`src/rtl/iro_capture.sv`:
```
// iro_capture: synchronizes the ring-oscillator taps, counts tap-0 rising
// edges over a gate window, snapshots all taps at window end and returns
// the result over a valid/ready handshake.
module iro_capture #(
  parameter int GATE_W = 16,
  parameter int CNT_W  = 16
) (
  input  logic              clk,
  input  logic              rst,
  input  logic              start,
  input  logic [GATE_W-1:0] gate_cycles,
  input  logic [15:0]       phases,
  output logic              ro_enable,
  output logic              busy,
  output logic              result_valid,
  input  logic              result_ready,
  output logic [CNT_W-1:0]  edge_count,
  output logic [15:0]       snapshot,
  output logic              overflow
);

  typedef enum logic [1:0] {IDLE, ARM, COUNT, DONE} state_t;

  localparam logic [CNT_W-1:0] CNT_MAX = '1;

  state_t            state;
  state_t            state_nxt;
  logic [15:0]       sync1;
  logic [15:0]       sync2;
  logic              prev0;
  logic              rise;
  logic [GATE_W-1:0] remaining;
  logic              last_cycle;

  // Two-flop synchronizer on every tap plus the tap-0 edge register; free-running.
  always_ff @(posedge clk) begin
    if (rst) begin
      sync1 <= '0;
      sync2 <= '0;
      prev0 <= 1'b0;
    end else begin
      sync1 <= phases;
      sync2 <= sync1;
      prev0 <= sync2[0];
    end
  end

  assign rise       = sync2[0] & ~prev0;
  assign last_cycle = (remaining == GATE_W'(1));

  // FSM state register.
  always_ff @(posedge clk) begin
    if (rst) state <= IDLE;
    else     state <= state_nxt;
  end

  // Next-state logic and state-decoded outputs.
  always_comb begin
    state_nxt    = state;
    ro_enable    = 1'b0;
    busy         = 1'b1;
    result_valid = 1'b0;
    case (state)
      IDLE: begin
        busy = 1'b0;
        if (start) state_nxt = ARM;
      end
      ARM: begin
        ro_enable = 1'b1;
        state_nxt = (remaining == '0) ? DONE : COUNT;
      end
      COUNT: begin
        ro_enable = 1'b1;
        if (last_cycle) state_nxt = DONE;
      end
      DONE: begin
        result_valid = 1'b1;
        if (result_ready) state_nxt = IDLE;
      end
      default: state_nxt = IDLE;
    endcase
  end

  // Gate countdown, saturating edge counter, overflow flag and snapshot capture.
  always_ff @(posedge clk) begin
    if (rst) begin
      remaining  <= '0;
      edge_count <= '0;
      snapshot   <= '0;
      overflow   <= 1'b0;
    end else begin
      case (state)
        IDLE: begin
          if (start) remaining <= gate_cycles;
        end
        ARM: begin
          edge_count <= '0;
          overflow   <= 1'b0;
          if (remaining == '0) snapshot <= sync2;
        end
        COUNT: begin
          if (rise) begin
            if (edge_count == CNT_MAX) overflow   <= 1'b1;
            else                       edge_count <= edge_count + 1'b1;
          end
          remaining <= remaining - GATE_W'(1);
          if (last_cycle) snapshot <= sync2;
        end
        default: ;
      endcase
    end
  end

endmodule

```
`config.mk`:
```
export PLATFORM = sky130hd
export DESIGN_NAME = iro_capture
export DESIGN_NICKNAME = d
export VERILOG_FILES = /design/src/rtl/iro_capture.sv
export SDC_FILE = /design/constraint.sdc
export NUM_CORES = 1
export LEC_CHECK = 0
export ABC_AREA = 0
export CORE_UTILIZATION = 40
export CTS_BUF_LIST = sky130_fd_sc_hd__clkbuf_16
export DETAILED_ROUTE_END_ITERATION = 7
export GPL_TIMING_DRIVEN = 0
export SYNTH_ARGS = -nofsm -noshare
export SYNTH_HDL_FRONTEND = slang
export SYNTH_SLANG_ARGS = --single-unit
export TNS_END_PERCENT = 30
```
`constraint.sdc`:
```
create_clock -name clk -period 3.5 [get_ports clk]
set_input_delay 0.525 -clock clk [delete_from_list [all_inputs] [get_ports clk]]
set_output_delay 0.525 -clock clk [all_outputs]
set_load 0.05 [all_outputs]
```
; ---- Word-level counts from Yosys, hierarchy flattened
; Index checks and enable logic that the tools add are counted.
[classes]
bitwise_logic = 2
eq_ne = 12
n_reduce_logical = 10
addsub = 2
muxes = 19
[ops]
columns = cell, n
row1 = 16-bit case mux with 2 select lines, 3
row2 = 16-bit two-way mux, 5
row3 = "16-bit by 1-bit adder with 16-bit output, second input constant", 1
row4 = "16-bit by 1-bit equality test with 1-bit output, second input constant", 1
row5 = "16-bit equality test, second input constant", 1
row6 = 16-bit logical NOT, 1
row7 = "16-bit by 1-bit subtractor with 16-bit output, second input constant", 1
row8 = "2-bit inequality test, second input constant", 7
row9 = 3-bit AND reduction, 4
row10 = 2-bit case mux with 4 select lines, 1
row11 = 1-bit two-way mux, 6
row12 = 2-bit two-way mux, 3
row13 = "2-bit equality test, second input constant", 2
row14 = 2-bit nonzero test, 2
row15 = "2-bit by 1-bit equality test with 1-bit output, second input constant", 1
row16 = 2-bit logical NOT, 1
row17 = 1-bit case mux with 2 select lines, 1
row18 = 2-bit AND reduction, 1
row19 = 2-bit OR reduction, 1
row20 = 1-bit bitwise AND, 1
row21 = 1-bit inverter, 1
[totals]
regBits = 84
inputBits = 36
wordCells = 53

; ---- Logic depth before layout (Yosys ltp)
[depth]
ltp_word = 4
depth_mapped = 8
ltp_nobuf = 7

; ---- Least setup slack after synthesis
; No wires, ideal clock.
[synth_path]
kind = flip-flop to flip-flop
startpoint = reg edge_count[0]
endpoint = reg edge_count[5]
slack_ps = 1513
t_arrival_ps = 1859
setup_ps = 128
period_less_slack_ps = 1987
t_required_ps = 3372
stages_incl_launch_ff = 8
cell_sequence = dfxtp_1 ha_1 and4_1 and4_1 clkbuf_1 nor4b_1 xnor2_1 nor2_1
[synth_via]
elab_chain_len = 4
[synth_rtl]
columns = item, line
row1 = "start, declared", 17  ; output logic [CNT_W-1:0] edge_count,
row2 = "start signal, assigned", 104  ; else edge_count <= edge_count + 1'b1;
row3 = 16-bit by 1-bit adder with 16-bit output, 104
row4 = 16-bit two-way mux, 103  ; if (edge_count == CNT_MAX) overflow <= 1'b1;
row5 = 16-bit two-way mux, 102  ; if (rise) begin
row6 = 16-bit case mux with 2 select lines, 92  ; case (state)
; Several ways; a longest one is shown, not always the timed one. The select of a mux whose other input is x is not followed.
; A chain may end at the register's enable or synchronous reset.

; ---- Final worst setup path
[layout_path]
startpoint = reg state[1]
endpoint = out busy
[layout_via]
elab_chain_len = 2
[layout_rtl]
columns = item, line
row1 = "start, declared", 26  ; state_t state;
row2 = "start signal, assigned", 54  ; else state <= state_nxt;
row3 = 2-bit logical NOT, 63  ; case (state)
row4 = 1-bit two-way mux, 63
row5 = "end, declared", 14  ; output logic busy,
; Every way passes these cells.

==> impl_metrics.toml <==
[power_and_ir_drop]
power_density_nw_per_um2 = 659
total_leakage_power_nw = 1.81
design_power_total_mw = 3.07
peakVddDrop_mv = 0.231

[floorplan]
overall_die_height_microns = 95.9
fp.coreArea_sq_um = 8380
design.portCount = 72
row_count = 33
initial_core_util_pct = 42.1
dieArea_sq_um = 9200
die_w_microns = 95.9

[clock_network]
cts_tree = "done"
clk_pin_slew_ns = 0.07
clk_root_buffer_cell = "sky130_fd_sc_hd__clkbuf_16"
clock_buffer_count_from_cts = 9
cts_buffer_depth = 2
total_setup_buffers_inserted_after_cts = 0
h-tree-depth = 3
cts_sinks = 84
cts.repair.resized = 0
clk_latency_ns = 0.33
cts-hold-fix-buffers = 0

[sta]
rsz0062_at_grt = "no"
min_period_ns = 2.56
report.final.slew_viol_count = 0
period_share_pct = 73.1
worst_clock_skew_ns = 0.00811
fin_worst_hold_slack_ns = 0.432
max_slew_margin_pct = 39.2
timing_hold_violations_final = 0
fmaxAchievable_ghz = 0.391
timing_worst_slew_pin_value_ns = 0.904
setup_violations = 0
fin_setup_tns_ns = 0

[drt]
wire_per_inst_microns = 13.9
drc_violation_total_after_the_first_tritonroute_iteration = 107
count_of_nets_left_with_antenna_violations_after_detail_routing = 0
vias = 2890
drt_pre_antenna_iters = 4
finalWirelength_mm = 7.88
drcViolationCount = 0
avgViaCountPerCell = 5.11

[logic_synthesis]
netlist_area_sq_um = 3530
yosys_register_bits = 84
post_synthesis_mux_area_share_pct = 7.98
post_synth_most_frequent_cells = "sky130_fd_sc_hd__dfxtp_1, sky130_fd_sc_hd__nor2_1, sky130_fd_sc_hd__nor2b_1"
synth_compound_area_share_pct = 10.3
ys_warn_count = 0
synth.avg_cell_area_sq_um = 9.44
post_synth_num_cell_types = 52
synth-simple-area-share_pct = 24.9
synth_instances = 374
area_share_of_xor_xnor_cells_in_the_synthesized_design_pct = 3.47
synth_top_family_by_area = "simple AND/OR/NAND/NOR gates"
synth_flop_cell = "sky130_fd_sc_hd__dfxtp_1"
synthArstFlopShare_pct = 0
synth_most_common_cell = "sky130_fd_sc_hd__dfxtp_1"
mappedNetlistNets = 417
netlist.area_leader.share_pct = 47.6
synth_edf_count = 0
synth-seq-area-share_pct = 47.6
synth_adder_area_share_pct = 2.48
netlist_top_cells_area = "sky130_fd_sc_hd__dfxtp_1, sky130_fd_sc_hd__mux2i_1, sky130_fd_sc_hd__nor2b_1"
synth_top_area_cell = "sky130_fd_sc_hd__dfxtp_1"

[critical_path]
worst_setup_path_end_kind = "output pin"
critPathRequiredTime_ns = 2.97
worstPathMaxFanout = 5
startpoint_type = "flop"
worst-endpoint-arrival_ns = 2.03
timing_worst_setup_path_type = "flop to output pin"

[grt]
grt_use_met2_pct = 30.0
globalRouteOverflowTotal = 0
global_route.usage.met1_pct = 24.4
via_count_of_the_first_global_routing_pass = 2699
most_heavily_used_metal_layer_in_global_routing = "met2"
grtUsageTotal_pct = 18.5
grt_util_met3_pct = 5.13
grt_pass1_wl_mm = 13.0
number_of_antenna_violations_at_the_first_check_in_global_routing = 0
grt_max_degree = 18

[worst_hold_path]
hp-class = "flop to flop"

[place]
dpl.cell_count = 550
hpwl_mm = 5.58
io_buffers = 71
routabilityCongestion = 0.800

[layout]
antenna-diode-count = 0
final_core_util_pct = 55.6
proportion_of_layout_cells_with_a_drive_suffix_above_1_pct = 6.07
layout.nets = 499
syn_to_final_growth_pct = 32.1
post_layout_nonfiller_instances = 566

[status]
status = "finished clean"

[flow_run]
timing.max_cap.violations = 0
report_power, final:
group / switching (mW) / leakage [nW] / internal (mW)
clock network: 0.417 / 0.136 / 0.497
registers: 0.110 / 0.687 / 1.05
logic: 0.591 / 0.984 / 0.406
kinds of logic (layout without fill, tap and decap cells):
group           count (synthesis)  count (layout)
xor+xnor                       14              14
mux                            28              28
fa+ha+maj                       7               7
buf+inv                        28             115
compound gates                 51              51
simple gates                  162             162
flops                          84              84
through the flow:
| stage | instance area (sq um) | setup WS, ns |
|---|---|---|
| floorplan | 3530 | 1.51 |
| global placement | 4370 | 1.01 |
| detailed placement | 4370 | 1.05 |
| CTS | 4660 | 0.935 |
| global route | 4660 | 0.868 |
| finish | 4660 | 0.943 |
per-layer routing:
| metal | share of wire, % | wire length [microns] |
|---|---|---|
| met1 | 49 | 3840 |
| met2 | 45 | 3570 |
| met3 | 5.1 | 403 |
| met4 | 0.83 | 65 |
| met5 | 0 | 0 |
worst max-delay path: stages, from the launching register on:
cell	delay, ns
sky130_fd_sc_hd__dfxtp_1	0.42
sky130_fd_sc_hd__inv_1	0.09
sky130_fd_sc_hd__ha_1	0.25
sky130_fd_sc_hd__inv_1	0.13
sky130_fd_sc_hd__clkdlybuf4s50_1	0.81
area by class of cell:
cell class	instances	area (sq um)
inverters	11	41.3
clock buffers	9	225
clock inverters	7	66.3
flip-flops and latches	84	1680
plain buffers	17	72.6
repair buffers	71	711
multi-input cells	262	1730
well taps	105	131
fillers	793	3720
flip-flops by register name, summed over array words and instances, names as in the netlist:
| register | count |
|---|---|
| edge_count | 16 |
| prev0 | 1 |
| snapshot | 16 |
| state | 2 |
| sync1 | 16 |
| overflow | 1 |
| remaining | 16 |
| sync2 | 16 |
worst paths after layout:
check	start	endpoint	cells past startpoint	slack [ns]
hold reg to reg	sync1[2]	sync2[2]	1	0.43
hold / removal	sync1[2]	sync2[2]	1	0.43
setup reg to reg	state[1]	remaining[12]	7	1.31
setup / recovery	state[1]	busy	4	0.94
cell usage in the layout (no fill, tap or decap), types with 2 or more instances in the layout:
cell type                         count
sky130_fd_sc_hd__nand4_1              8
sky130_fd_sc_hd__nor2b_1             36
sky130_fd_sc_hd__o22ai_1              4
sky130_fd_sc_hd__nor2_1              45
sky130_fd_sc_hd__and3_1               4
sky130_fd_sc_hd__and2_1               2
sky130_fd_sc_hd__a21boi_0             2
sky130_fd_sc_hd__a211oi_1             4
sky130_fd_sc_hd__clkbuf_1            15
sky130_fd_sc_hd__nor3b_1              2
sky130_fd_sc_hd__o21ai_0              6
sky130_fd_sc_hd__dfxtp_1             84
sky130_fd_sc_hd__a21oi_1             14
sky130_fd_sc_hd__nor3_1               9
sky130_fd_sc_hd__clkinvlp_4           2
sky130_fd_sc_hd__and4_1               4
sky130_fd_sc_hd__xor2_1               8
sky130_fd_sc_hd__clkdlybuf4s50_1     71
sky130_fd_sc_hd__mux2i_1             27
sky130_fd_sc_hd__nand3_1             12
sky130_fd_sc_hd__xnor2_1              6
sky130_fd_sc_hd__nor4_1               8
sky130_fd_sc_hd__clkbuf_16            9
sky130_fd_sc_hd__inv_6                4
sky130_fd_sc_hd__a22oi_1             10
sky130_fd_sc_hd__ha_1                 7
sky130_fd_sc_hd__inv_1               10
sky130_fd_sc_hd__nand2_1             19
No activity file was read; power rests on OpenSTA's default activity.
